$ cat src/rtl/mesh_cfg_loader.sv
// Programming sequencer: streams per-session cfg words into the PE array, then raises mesh_run.
// Latency: accept at t -> pe_load/pe_instruction/pe_data/loaded_mask at t+1; mesh_run at t+2 after the last word.
// Backpressure: cfg_ready is high only in PROG with words remaining; it is never high in IDLE or RUN.
module mesh_cfg_loader #(
    parameter int NUM_PE = 16,
    parameter int ID_W   = (NUM_PE > 1) ? $clog2(NUM_PE) : 1,
    parameter int CNT_W  = 16
) (
    input  logic              clk,
    input  logic              reset,
    input  logic              prog_start,
    input  logic [CNT_W-1:0]  prog_count,
    input  logic              prog_abort,
    input  logic              cfg_valid,
    output logic              cfg_ready,
    input  logic              cfg_bcast,
    input  logic [ID_W-1:0]   cfg_pe_id,
    input  logic [3:0]        cfg_instr,
    input  logic [31:0]       cfg_data,
    output logic [NUM_PE-1:0] pe_load,
    output logic [3:0]        pe_instruction,
    output logic [31:0]       pe_data,
    output logic              mesh_run,
    output logic [NUM_PE-1:0] loaded_mask,
    output logic              busy,
    output logic              err_bad_id
);

    typedef enum logic [1:0] {
        IDLE = 2'd0,
        PROG = 2'd1,
        RUN  = 2'd2
    } state_t;

    typedef struct packed {
        logic            bcast;
        logic [ID_W-1:0] pe_id;
        logic [3:0]      instr;
        logic [31:0]     data;
    } cfg_word_t;

    localparam logic [ID_W:0] PE_LIMIT = (ID_W+1)'(NUM_PE);

    state_t             state;
    logic [CNT_W-1:0]   remaining;
    cfg_word_t          cfg_word;
    logic               accept;
    logic               id_in_range;
    logic               bad_id;
    logic               go_idle;
    logic               new_session;
    logic [NUM_PE-1:0]  strobe;

    assign cfg_word    = '{bcast: cfg_bcast, pe_id: cfg_pe_id, instr: cfg_instr, data: cfg_data};
    assign accept      = cfg_valid & cfg_ready;
    assign id_in_range = {1'b0, cfg_word.pe_id} < PE_LIMIT;
    assign bad_id      = accept & ~cfg_word.bcast & ~id_in_range;
    // Abort beats start; start is only honoured outside PROG.
    assign go_idle     = prog_abort & (state != IDLE);
    assign new_session = prog_start & (state != PROG) & ~go_idle;

    always_comb begin
        strobe = '0;
        if (accept) begin
            if (cfg_word.bcast) begin
                strobe = '1;
            end else if (id_in_range) begin
                strobe = NUM_PE'(1) << cfg_word.pe_id;
            end
        end
    end

    always_ff @(posedge clk) begin
        if (reset) begin
            state          <= IDLE;
            remaining      <= '0;
            cfg_ready      <= 1'b0;
            pe_load        <= '0;
            pe_instruction <= '0;
            pe_data        <= '0;
            mesh_run       <= 1'b0;
            loaded_mask    <= '0;
            busy           <= 1'b0;
            err_bad_id     <= 1'b0;
        end else begin
            pe_load <= strobe;
            if (accept) begin
                pe_instruction <= cfg_word.instr;
                pe_data        <= cfg_word.data;
            end
            loaded_mask <= loaded_mask | strobe;
            if (bad_id) begin
                err_bad_id <= 1'b1;
            end

            if (go_idle) begin
                state     <= IDLE;
                cfg_ready <= 1'b0;
                busy      <= 1'b0;
                mesh_run  <= 1'b0;
            end else if (new_session) begin
                remaining   <= prog_count;
                loaded_mask <= '0;
                err_bad_id  <= 1'b0;
                if (prog_count != '0) begin
                    state     <= PROG;
                    cfg_ready <= 1'b1;
                    busy      <= 1'b1;
                    mesh_run  <= 1'b0;
                end else begin
                    state     <= RUN;
                    cfg_ready <= 1'b0;
                    busy      <= 1'b0;
                    mesh_run  <= 1'b1;
                end
            end else if ((state == PROG) && accept) begin
                remaining <= remaining - CNT_W'(1);
                // Last word: mesh_run waits one RUN cycle so its strobe lands first.
                if (remaining == CNT_W'(1)) begin
                    state     <= RUN;
                    cfg_ready <= 1'b0;
                    busy      <= 1'b0;
                end
            end else if (state == RUN) begin
                mesh_run <= 1'b1;
            end
        end
    end

endmodule

$ cat config.mk
export PLATFORM = sky130hd
export DESIGN_NAME = mesh_cfg_loader
export DESIGN_NICKNAME = d
export VERILOG_FILES = /design/src/rtl/mesh_cfg_loader.sv
export SDC_FILE = /design/constraint.sdc
export NUM_CORES = 1
export LEC_CHECK = 0
export ABC_CLOCK_PERIOD_IN_PS = 2300
export CORE_AREA = 5 5 99 101
export DETAILED_ROUTE_END_ITERATION = 8
export DIE_AREA = 0 0 104 106
export HOLD_SLACK_MARGIN = 0.12
export PLACE_DENSITY = 0.78
export SLEW_MARGIN = 30
export SYNTH_ARGS = -nofsm -noshare
export SYNTH_HDL_FRONTEND = slang
export SYNTH_SLANG_ARGS = --single-unit
$ cat constraint.sdc
create_clock -name clk -period 2.3 [get_ports clk]
set_input_delay 0.345 -clock clk [delete_from_list [all_inputs] [get_ports clk]]
set_output_delay 0.345 -clock clk [all_outputs]
set_load 0.02 [all_outputs]
Word level (Yosys, flattened, before mapping)
Cells that the tools add are included.
Widths: inputs -> output; s select.
{"block": "classes", "eq_ne": 5, "n_addsub": 1, "bitwise": 6, "n_shift": 1, "reduce_logical": 10, "magnitude_cmp": 0, "div": 0, "multipliers": 0, "mux": 18}
{"operator": "$mux 16", "count": 6}
{"operator": "$eq 16x1->1 const B", "count": 1}
{"operator": "$or 16x16->16", "count": 1}
{"operator": "$reduce_bool 16->1", "count": 1}
{"operator": "$shl 1x4->16 const A", "count": 1}
{"operator": "$sub 16x1->16 const B", "count": 1}
{"operator": "$mux 1", "count": 8}
{"operator": "$mux 2", "count": 4}
{"operator": "$reduce_bool 2->1", "count": 4}
{"operator": "$reduce_and 2->1", "count": 3}
{"operator": "$and 1x1->1", "count": 4}
{"operator": "$eq 2x1->1 const B", "count": 1}
{"operator": "$eq 2x2->1 const B", "count": 1}
{"operator": "$ne 2x1->1 const B", "count": 1}
{"operator": "$ne 2x2->1 const B", "count": 1}
{"operator": "$reduce_or 2->1", "count": 1}
{"operator": "$logic_and 1x1->1", "count": 1}
{"operator": "$not 1->1", "count": 1}
{"block": "totals", "latch_bits": 0, "in_bits": 62, "ramBits": 0, "regBits": 88, "mem_count": 0, "mem_bits_ro": 0, "wordCells": 49}

Depth between registers and ports, before layout
Gate-level depths: netlist of run 1.
{"block": "logic_depth", "ltp_word": 6, "ltp_mapped": 6}

Worst setup path before layout of run 1
Ideal clock, no wire load.
{"block": "synth_timing", "path_type": "register to register", "startpoint": "reg state[0]", "endpoint": "reg remaining[14]", "t_arrival_ps": 1635, "path_stages_with_launch": 7, "period_less_slack_ps": 1717, "setup_time_ps": 83, "slack_ps": 583, "required_time_ps": 2217, "cell_sequence": "dfxtp_1 buf_2 and3b_1 clkbuf_1 nor3_2 or4_1 o221ai_1"}
{"block": "synth_between", "elab_chain_len": 6}
{"item": "start: declaration", "line": "44", "rtl": "state_t state;"}
{"item": "start signal: assignment", "line": "75", "rtl": "state <= IDLE;"}
{"item": "start signal: assignment", "line": "97", "rtl": "state <= IDLE;"}
{"item": "start signal: assignment", "line": "106", "rtl": "state <= PROG;"}
{"item": "$reduce_bool 2->1", "line": "59", "rtl": "assign go_idle = prog_abort & (state != IDLE);"}
{"item": "$and 1x1->1", "line": "59"}
{"item": "$not 1->1 (no source line)"}
{"item": "$and 1x1->1", "line": "60", "rtl": "assign new_session = prog_start & (state != PROG) & ~go_idle;"}
{"item": "$reduce_bool 2->1 (no source line)"}
{"item": "$reduce_and 2->1 (no source line)"}
{"item": "end signal: assignment", "line": "102", "rtl": "remaining <= prog_count;"}
{"item": "end signal: assignment", "line": "117", "rtl": "remaining <= remaining - CNT_W'(1);"}
{"item": "end: declaration", "line": "45", "rtl": "logic [CNT_W-1:0] remaining;"}
Several ways; a longest one is shown, not always the timed one.
A chain may end at the register's enable or synchronous reset.

Worst setup path after layout of run 1
{"block": "layout_timing", "startpoint": "reg state[0]", "endpoint": "reg loaded_mask[3]"}
{"block": "layout_between", "elab_chain_len": 6}
{"item": "$reduce_bool 2->1", "line": "59"}
{"item": "$and 1x1->1", "line": "59"}
{"item": "$not 1->1 (no source line)"}
{"item": "$and 1x1->1", "line": "60"}
{"item": "$mux 16", "line": "101", "rtl": "end else if (new_session) begin"}
{"item": "$mux 16 *", "line": "96", "rtl": "if (go_idle) begin"}
{"item": "end signal: assignment", "line": "91", "rtl": "loaded_mask <= loaded_mask | strobe;"}
{"item": "end: declaration", "line": "24", "rtl": "output logic [NUM_PE-1:0] loaded_mask,"}
Mark *: on every way between the ends. The rest lies on a longest branch, timed or not.

==> results.md, run 1 <==
Floorplanning:
- Measured along the y axis, the die boundary spans 106 µm.
- For this design the top-level I/O count stands at roughly 130.
- In this run the standard cell core region covers 8930 µm².
- The initial standard-cell utilization of the core is a little over two fifths.
- The die area is between 10,000 and 15,000 µm².
- The floorplan has 35 rows.
- The die is 104 µm wide.

Critical path:
- The worst-path maximum fanout is 19.
- The signal on the critical path passes through nand2b_1 -> nand3_1 -> buf_4 -> nand2_1 -> nor2_1.
- The worst setup path is launched from a flop.
- The startpoint of the most critical setup path is state[0]$_SDFFE_PP0P_.
- The reg-to-reg startpoint is state[0]$_SDFFE_PP0P_.
- The critical path is of the reg -> reg type.
- The worst setup path is captured at a flop.
- For the worst setup path, the data required time is approximately 2.6 ns.
- The master of the slowest instance on the critical path is dfxtp_1.
- The maximum single-stage delay on the critical path is ~0.56 ns.
- The kind of cell adding the most delay to the critical path is simple AND/OR/NAND/NOR gates.
- Data arrives at the worst endpoint at about 2.3 ns.
- The number of buffers and inverters on the critical path is 1.

Yosys:
- The register bit count reported by yosys is 87.
- The fraction of synthesis flops using an asynchronous set or reset pin is 0%.
- Among all flip-flop cells after synthesis, the most frequent one is dfxtp_1.
- Yosys mapped a number of flops with a built-in enable equal to 0.
- The number of distinct standard cells referenced by the synthesized netlist is 66.
- The commonest cells after synthesis are dfxtp_1, nand2_1, a21oi_1.
- The net count of the mapped netlist is approximately 520.
- The part of the Yosys area used for sequential elements is ~45%.
- Dividing the synthesized area by the synthesized cell count gives approximately 8.3 µm².
- Synthesis handed over a netlist of 460 instances.
- In the post-synthesis netlist, the biggest area contributors are dfxtp_1, nand2_1, a21oi_1.
- The largest total area in the synthesized netlist belongs to dfxtp_1.
- The most common cell in the netlist is dfxtp_1.
- The top cell type by area accounts for 45.4% of the synthesized area.
- In this run the cell area of the synthesized design comes to roughly 3800 µm².
- The count of yosys warnings during synthesis is 0.

Power and ir drop:
- The portion of total power attributed to sequential cells is a little over two fifths.
- The net switching power figure is 1.32 mW.
- The part of the total power dissipated in the clock network is between 20 and 30%.
- IR analysis of the VDD net gives a maximum drop of around 0.00033 V.
- The switching portion of total power is between 30% and 40%.
- In this run, the combinational gates consume about 29% of the power.
- Dividing total power by cell area gives a power density of approximately 730 nW/µm².
- The leakage power summed over all cells is 1.98 nW.
- Power comes to ~4 mW.
- The internal power contribution is roughly 2.7 mW.

Clock tree:
- At the later pin of the worst-skew pair, clock insertion delay measures ~0.35 ns.
- TritonCTS built the clock tree.
- The total setup buffers inserted after CTS is 0.
- In this run, CTS created clock tree buffers numbering 9.
- The maximum root-to-sink buffer count is 2.
- The cell at the root of the clock tree is clkbuf_8.
- The post-cts repair resize count is 0.
- The H-tree was split into 3 levels.
- The hold buffer count at cts is 0.
- The number of sinks on the clock net is 87.
- The clock transition at the registers of the reported paths is around 0.090 ns.

Timing:
- The hold violation count in the final report came to 0.
- The peak clock frequency supported by timing is ~490 MHz.
- The final number of max-transition violations is 0.
- In the post-route analysis, the smallest setup slack over all paths is ~0.28 ns.
- The worst pin sits at a relative slew slack of a little under three fifths.
- The final worst-path cycle share is 87.9%.
- Between clock sinks in the finished design, the worst skew comes to about 0.0074 ns.
- The setup-violating endpoint count in the final report is 0.
- For the pin with the worst max-slew slack, the measured transition is 0.659 ns.
- Setup repair after global routing left no endpoint under its margin.
- The setup TNS is 0 ns.
- The minimum clock period is 2.02 ns.

Place:
- The count of input and output buffers is between 100 and 150.
- At the end of routability-driven placement, the weighted congestion stood at around 0.95.
- The final HPWL from detailed placement is a little over 9000 µm.
- Timing analysis after detailed placement gives a worst setup slack of between 0.1 and 0.15 ns.

Global routing:
- Global routing consumed, on the met2 layer, 34.4% of the routing resources.
- The global-route wire length before repair is just under 20,000 µm.
- For met3 alone, demand over resource in global routing was just over 6%.
- The maximum number of pins on one net before global-route repair is 43.
- For this run, global-route usage on met1 was measured as 27.3%.
- In this run the most used layer during global routing was met2.
- The initial antenna violation count was 0.
- Summed over all layers, the global routing overflow is 0.
- In the global route stage, overall resource usage came out at between 20% and 30%.
- The number of global-route vias before repair is between 3k and 4k.

Finish:
- The signed area change from the synthesized netlist to the final layout is 42.3%.
- For this run, the post-layout net count is 647.
- The post-route netlist has 8.67% of its cells at a drive strength greater than 1.
- The final standard cell utilization of the core is a little over 60%.
- 0 antenna diodes ended up in the layout.

Job:
- The tool flagged a number of max-cap violations equal to 0.

Min path:
- The hold path startpoint is reset.
- The worst min-delay path class is in -> reg.

Route:
- The first routing iteration left ~210 violations.
- Before antenna repair, the detailed router went through 5 iterations.
- Once detail routing completed, the nets flagged for antenna violations numbered 0.
- The per-cell via count in the routed design is approximately 5.7.
- Wires add up to roughly 12,000 µm.
- After detailed routing, the average wire length per cell comes to 17.2 µm.
- Detailed routing inserted a total of roughly 4k vias.
- After detailed routing, the number of remaining DRC violations is 0.

Run status:
- The flow ran to the end, and the final reports show no timing, DRC or antenna violations.
[worst paths after layout]
| path | depth (start not counted) | to | slack [ns] |
|---|---|---|---|
| min reg2reg | 2 | pe_data[21]$_SDFFE_PP0P_ | 0.46 |
| min | 2 | remaining[0]$_SDFFE_PP0P_ | 0.34 |
| max reg2reg | 5 | loaded_mask[3]$_SDFF_PP0_ | 0.28 |
| max | 5 | loaded_mask[3]$_SDFF_PP0_ | 0.28 |
[kinds of logic (layout without fill, tap and decap cells)]
kind of cell	Yosys count	count (layout)	synth area share [%]
other	1	1	0.0978
AO/OA/AOI/OAI	133	133	23.3
adder cells (fa/ha/maj)	2	2	0.652
flip-flops	87	87	45.4
buffers and inverters	44	172	4.89
AND/OR/NAND/NOR	192	192	25.4
multiplexers	1	1	0.261
[per-stage QoR]
step           hold slack [ns]  instance area [µm²]  cells
2_1_floorplan            0.467                 3830    460
5_1_grt                  0.324                 5460    699
6_report                 0.338                 5460    699
3_3_place_gp             0.441                 5240    683
4_1_cts                  0.308                 5460    699
3_5_place_dp             0.446                 5240    683
[cell type report]
cell class                      instances  area (µm²)
Clock inverter                          6        80.1
Inverter                               11        41.3
Multi-Input combinational cell        329        1910
Fill cell                             818        3470
Clock buffer                           10         138
Tap cell                              111         139
Sequential cell                        87        1740
Timing Repair Buffer                  145        1410
[worst register-to-register path: stages (launching register included)]
cell	delay, ns
dfxtp_1	0.56
nand2b_1	0.34
nand3_1	0.18
buf_4	0.27
nand2_1	0.38
nor2_1	0.21
[cells in the final DEF (no fill, tap or decap), types with 3 or more instances in the layout]
master	instances
nor4_1	10
inv_1	10
o22ai_1	5
dfxtp_1	87
and4_1	4
a21o_1	8
a31oi_1	9
a22oi_1	4
a21oi_1	57
clkbuf_8	10
nor2_1	29
nand3_1	5
o31ai_1	3
o21ai_0	6
clkdlybuf4s50_1	131
nand4_1	6
o21ba_2	4
nand2_1	83
o32ai_1	4
nor2b_1	18
a31o_2	5
buf_4	13
o21a_1	3
and2_1	4
nor3_1	11
a32oi_1	3
[power groups by stage]
stage,clock [mW],combinational (mW),sequential (mW)
global route,1.21,1.23,1.74
finish,1.13,1.15,1.72
detailed placement,0,1.13,1.75
CTS,1.15,1.14,1.72
global placement,0,1.13,1.75
floorplan,0,0.647,1.79
[flip-flops by register name, summed over array words and instances, names as in the netlist]
signal / count
mesh_run: 1
loaded_mask: 16
pe_load: 16
state: 2
pe_instruction: 4
remaining: 16
pe_data: 32
[per-layer routing]
layer / routed length, µm / part of all wire, % / vias to the layer above
met5: 0 / 0 / -
met4: 243 / 2.0 / 0
met3: 889 / 7.4 / 23
met2: 5580 / 46 / 165
met1: 5310 / 44 / 1870
li1: - / - / 1898
No activity file was read; power rests on OpenSTA's default activity.
==> run 2, diff against run 1 <==
--- a/config.mk
+++ b/config.mk
@@ -6,9 +6,9 @@
 export NUM_CORES = 1
 export LEC_CHECK = 0
 export ABC_CLOCK_PERIOD_IN_PS = 2300
-export CORE_AREA = 5 5 99 101
+export CORE_AREA = 2 2 96 98
 export DETAILED_ROUTE_END_ITERATION = 8
-export DIE_AREA = 0 0 104 106
+export DIE_AREA = 0 0 98 100
 export HOLD_SLACK_MARGIN = 0.12
 export PLACE_DENSITY = 0.78
 export SLEW_MARGIN = 30
==> results.md, run 2 (synthesis gave the netlist of run 1 again) <==
Clock tree:
- Counting the buffers created by CTS gives 9.
- The number of sinks on the clock net is 87.
- The total number of H-tree levels is 3.
- The post-cts repair resize count is 0.
- The total setup buffers inserted after CTS is 0.
- The cell at the root of the clock tree is clkbuf_8.
- For the worst-skew pair, the clock arrives at the later sink with an insertion delay of roughly 0.34 ns.
- The hold buffer count at cts is 0.
- TritonCTS built the clock tree.
- The maximum root-to-sink buffer count is 2.
- The clock transition at the registers of the reported paths is approximately 0.09 ns.

Critical path:
- The maximum single-stage delay on the critical path is approximately 0.54 ns.
- The critical path capture point type is a flop.
- STA classifies the critical path startpoint as a flop.
- The kind of cell adding the most delay to the critical path is simple AND/OR/NAND/NOR gates.
- The number of buffers and inverters on the critical path is 1.
- The master of the slowest instance on the critical path is dfxtp_1.
- The number of gates on the worst path with buffers counted is 5.
- The start-to-end type of the worst setup path is reg -> reg.
- Traced cell by cell, the critical path runs through nand2b_1 -> nand3_1 -> buf_4 -> nand2_1 -> nor2_1.
- The data arrival time of the critical path is about 2.3 ns.
- The cell depth of the worst flop-to-flop path is 5.
- The data required time at the worst endpoint is about 2.6 ns.
- Of all nets on the critical path, the largest fanout is 19.

Route:
- Wires add up to between 10,000 and 15,000 µm.
- The detailed-route DRC error count is 0.
- Dividing the detail-routed via count by the number of cells gives between 5 and 6.
- Before antenna repair, the detailed router went through 5 iterations.
- Dividing the detail-routed wire length by the instance count gives ~16 µm.
- The DRC violation total after the first TritonRoute iteration is 251.
- The detailed router placed just under 4k vias in this run.
- The count of nets left with antenna violations once routing finished came out at 0.

Finish:
- For this run, the post-layout net count is between 600 and 700.
- The library cell used most frequently in the layout, excluding fill and tap cells, is clkdlybuf4s50_1.
- Compared with the post-synthesis result, the final layout area differs by 42.7%.
- The register with the most flip-flops in the layout has 32 of them.
- 0 antenna diodes ended up in the layout.
- The filler cell count is about 790.
- In the final layout, the share of cells above drive strength 1 is around 8.5%.
- The register with the highest flop count is pe_data.
- Leaving out fill and tap cells, the most frequent cells in the layout are clkdlybuf4s50_1, dfxtp_1, nand2_1, a21oi_1, nor2_1.

Timing:
- The minimum clock period is around 2.0 ns.
- The final number of max-transition violations is 0.
- Setup repair after global routing left no endpoint under its margin.
- The transition at the pin with the smallest max-transition slack is 0.580 ns.
- For this run, the top clock speed supported by timing is between 400 and 500 MHz.
- In the final timing run, aggregate negative setup slack is 0 ns.
- For the final database, setup skew stands at ~0.0056 ns.
- Across all setup checks in the final design, the least slack found is roughly 0.27 ns.
- The relative slew slack is about three fifths.
- Setup violations remaining at the end of the flow were counted as 0.
- In the finished design, the share of the clock period the worst path needs comes to between 80 and 90%.
- The hold violation count in the final report is 0.

Global routing:
- The aggregate global-route resource usage is between 20 and 25%.
- The number of global-route vias before repair is ~3.6k.
- The initial antenna violation count is 0.
- The final global-route overflow total is 0.
- Entering global routing, the biggest net connects 50 pins.
- The global-route wire length before repair is ~18,000 µm.

Power and ir drop:
- Across the VDD grid, the largest voltage drop is approximately 0.00035 V.
- Of the total power, registers draw approximately 43%.
- The switching portion of total power is a little under a third.
- The net switching power figure is ~1.3 mW.
- The clock network is responsible for approximately 29% of the overall power.
- The internal portion of the total power is approximately 2.8 mW.
- Combinational logic burns between 20 and 30% of the power.
- The analysis attributes to cell leakage a power of about 2.0 nW.
- The power density over the cells is roughly 740 nW/µm².
- Power comes to approximately 4.1 mW.

Floorplanning:
- The count of pins on the block boundary is between 100 and 150.
- The initial standard-cell utilization of the core is a little over two fifths.
- The die height is ~100 µm.
- The standard-cell row count is 35.
- The die area is 9800 µm².
- The core box area is 8890 µm².
- Measured along the x axis, the die boundary spans between 90 and 100 µm.

Place:
- The post-placement worst setup slack is about 0.20 ns.
- The routability congestion estimate from global placement is 0.945.
- The count of input and output buffers is approximately 130.
- The final HPWL from detailed placement is about 8400 µm.

Min path:
- In this run the worst hold path is classified as in -> reg.
- The instance count along the most critical hold path is 3.

Run status:
- The run finished with clean final reports.

Job:
- The number of max-capacitance violations reported is 0.
==> run 2: cell type report <==
cell class | instances | area (µm²) | area share (%)
timing repair buffer | 145 | 1430 | 26.1
sequential | 87 | 1740 | 31.8
inverter | 11 | 41.3 | 0.754
clock buffer | 10 | 128 | 2.33
multi-input combinational | 329 | 1910 | 34.8
clock inverter | 6 | 92.6 | 1.69
tap | 111 | 139 | 2.54
==> run 2: power by group through the flow <==
stage	Combinational, mW	Clock (mW)	Sequential (mW)
6_report	1.17	1.17	1.73
5_1_grt	1.25	1.27	1.74
4_1_cts	1.15	1.20	1.72
3_5_place_dp	1.14	0	1.75
3_3_place_gp	1.14	0	1.75
2_1_floorplan	0.647	0	1.79
==> run 2: worst paths after layout <==
path | startpoint | to | slack [ns]
setup / recovery | state[0]$_SDFFE_PP0P_ | loaded_mask[9]$_SDFF_PP0_ | 0.27
hold / removal | reset | remaining[14]$_SDFFE_PP0P_ | 0.38
setup reg to reg | state[0]$_SDFFE_PP0P_ | loaded_mask[9]$_SDFF_PP0_ | 0.27
hold reg to reg | pe_data[13]$_SDFFE_PP0P_ | pe_data[13]$_SDFFE_PP0P_ | 0.45
==> run 2: routing by layer <==
| metal | GRT usage (%) | part of all wire [%] | up-vias |
|---|---|---|---|
| met5 | 0 | 0 | - |
| met4 | 8.76 | 2.7 | 0 |
| met3 | 4.74 | 9.7 | 30 |
| met2 | 37.2 | 45 | 234 |
| met1 | 30.1 | 43 | 1800 |
| li1 | - | - | 1898 |
==> run 2: worst register-to-register path, cell delays in order (launching register included) <==
cell and delay (ns):
dfxtp_1 0.54, nand2b_1 0.36, nand3_1 0.20, buf_4 0.26, nand2_1 0.38, nor2_1 0.22
==> run 2: through the flow <==
stage	instances	cell area (µm²)	hold slack (ns)	utilization (%)
after CTS	699	5470	0.361	61.6
after detailed placement	683	5250	0.446	59.1
after global placement	683	5250	0.441	59.1
after global routing	699	5470	0.368	61.6
after floorplan	460	3830	0.467	-
final	699	5470	0.377	61.6
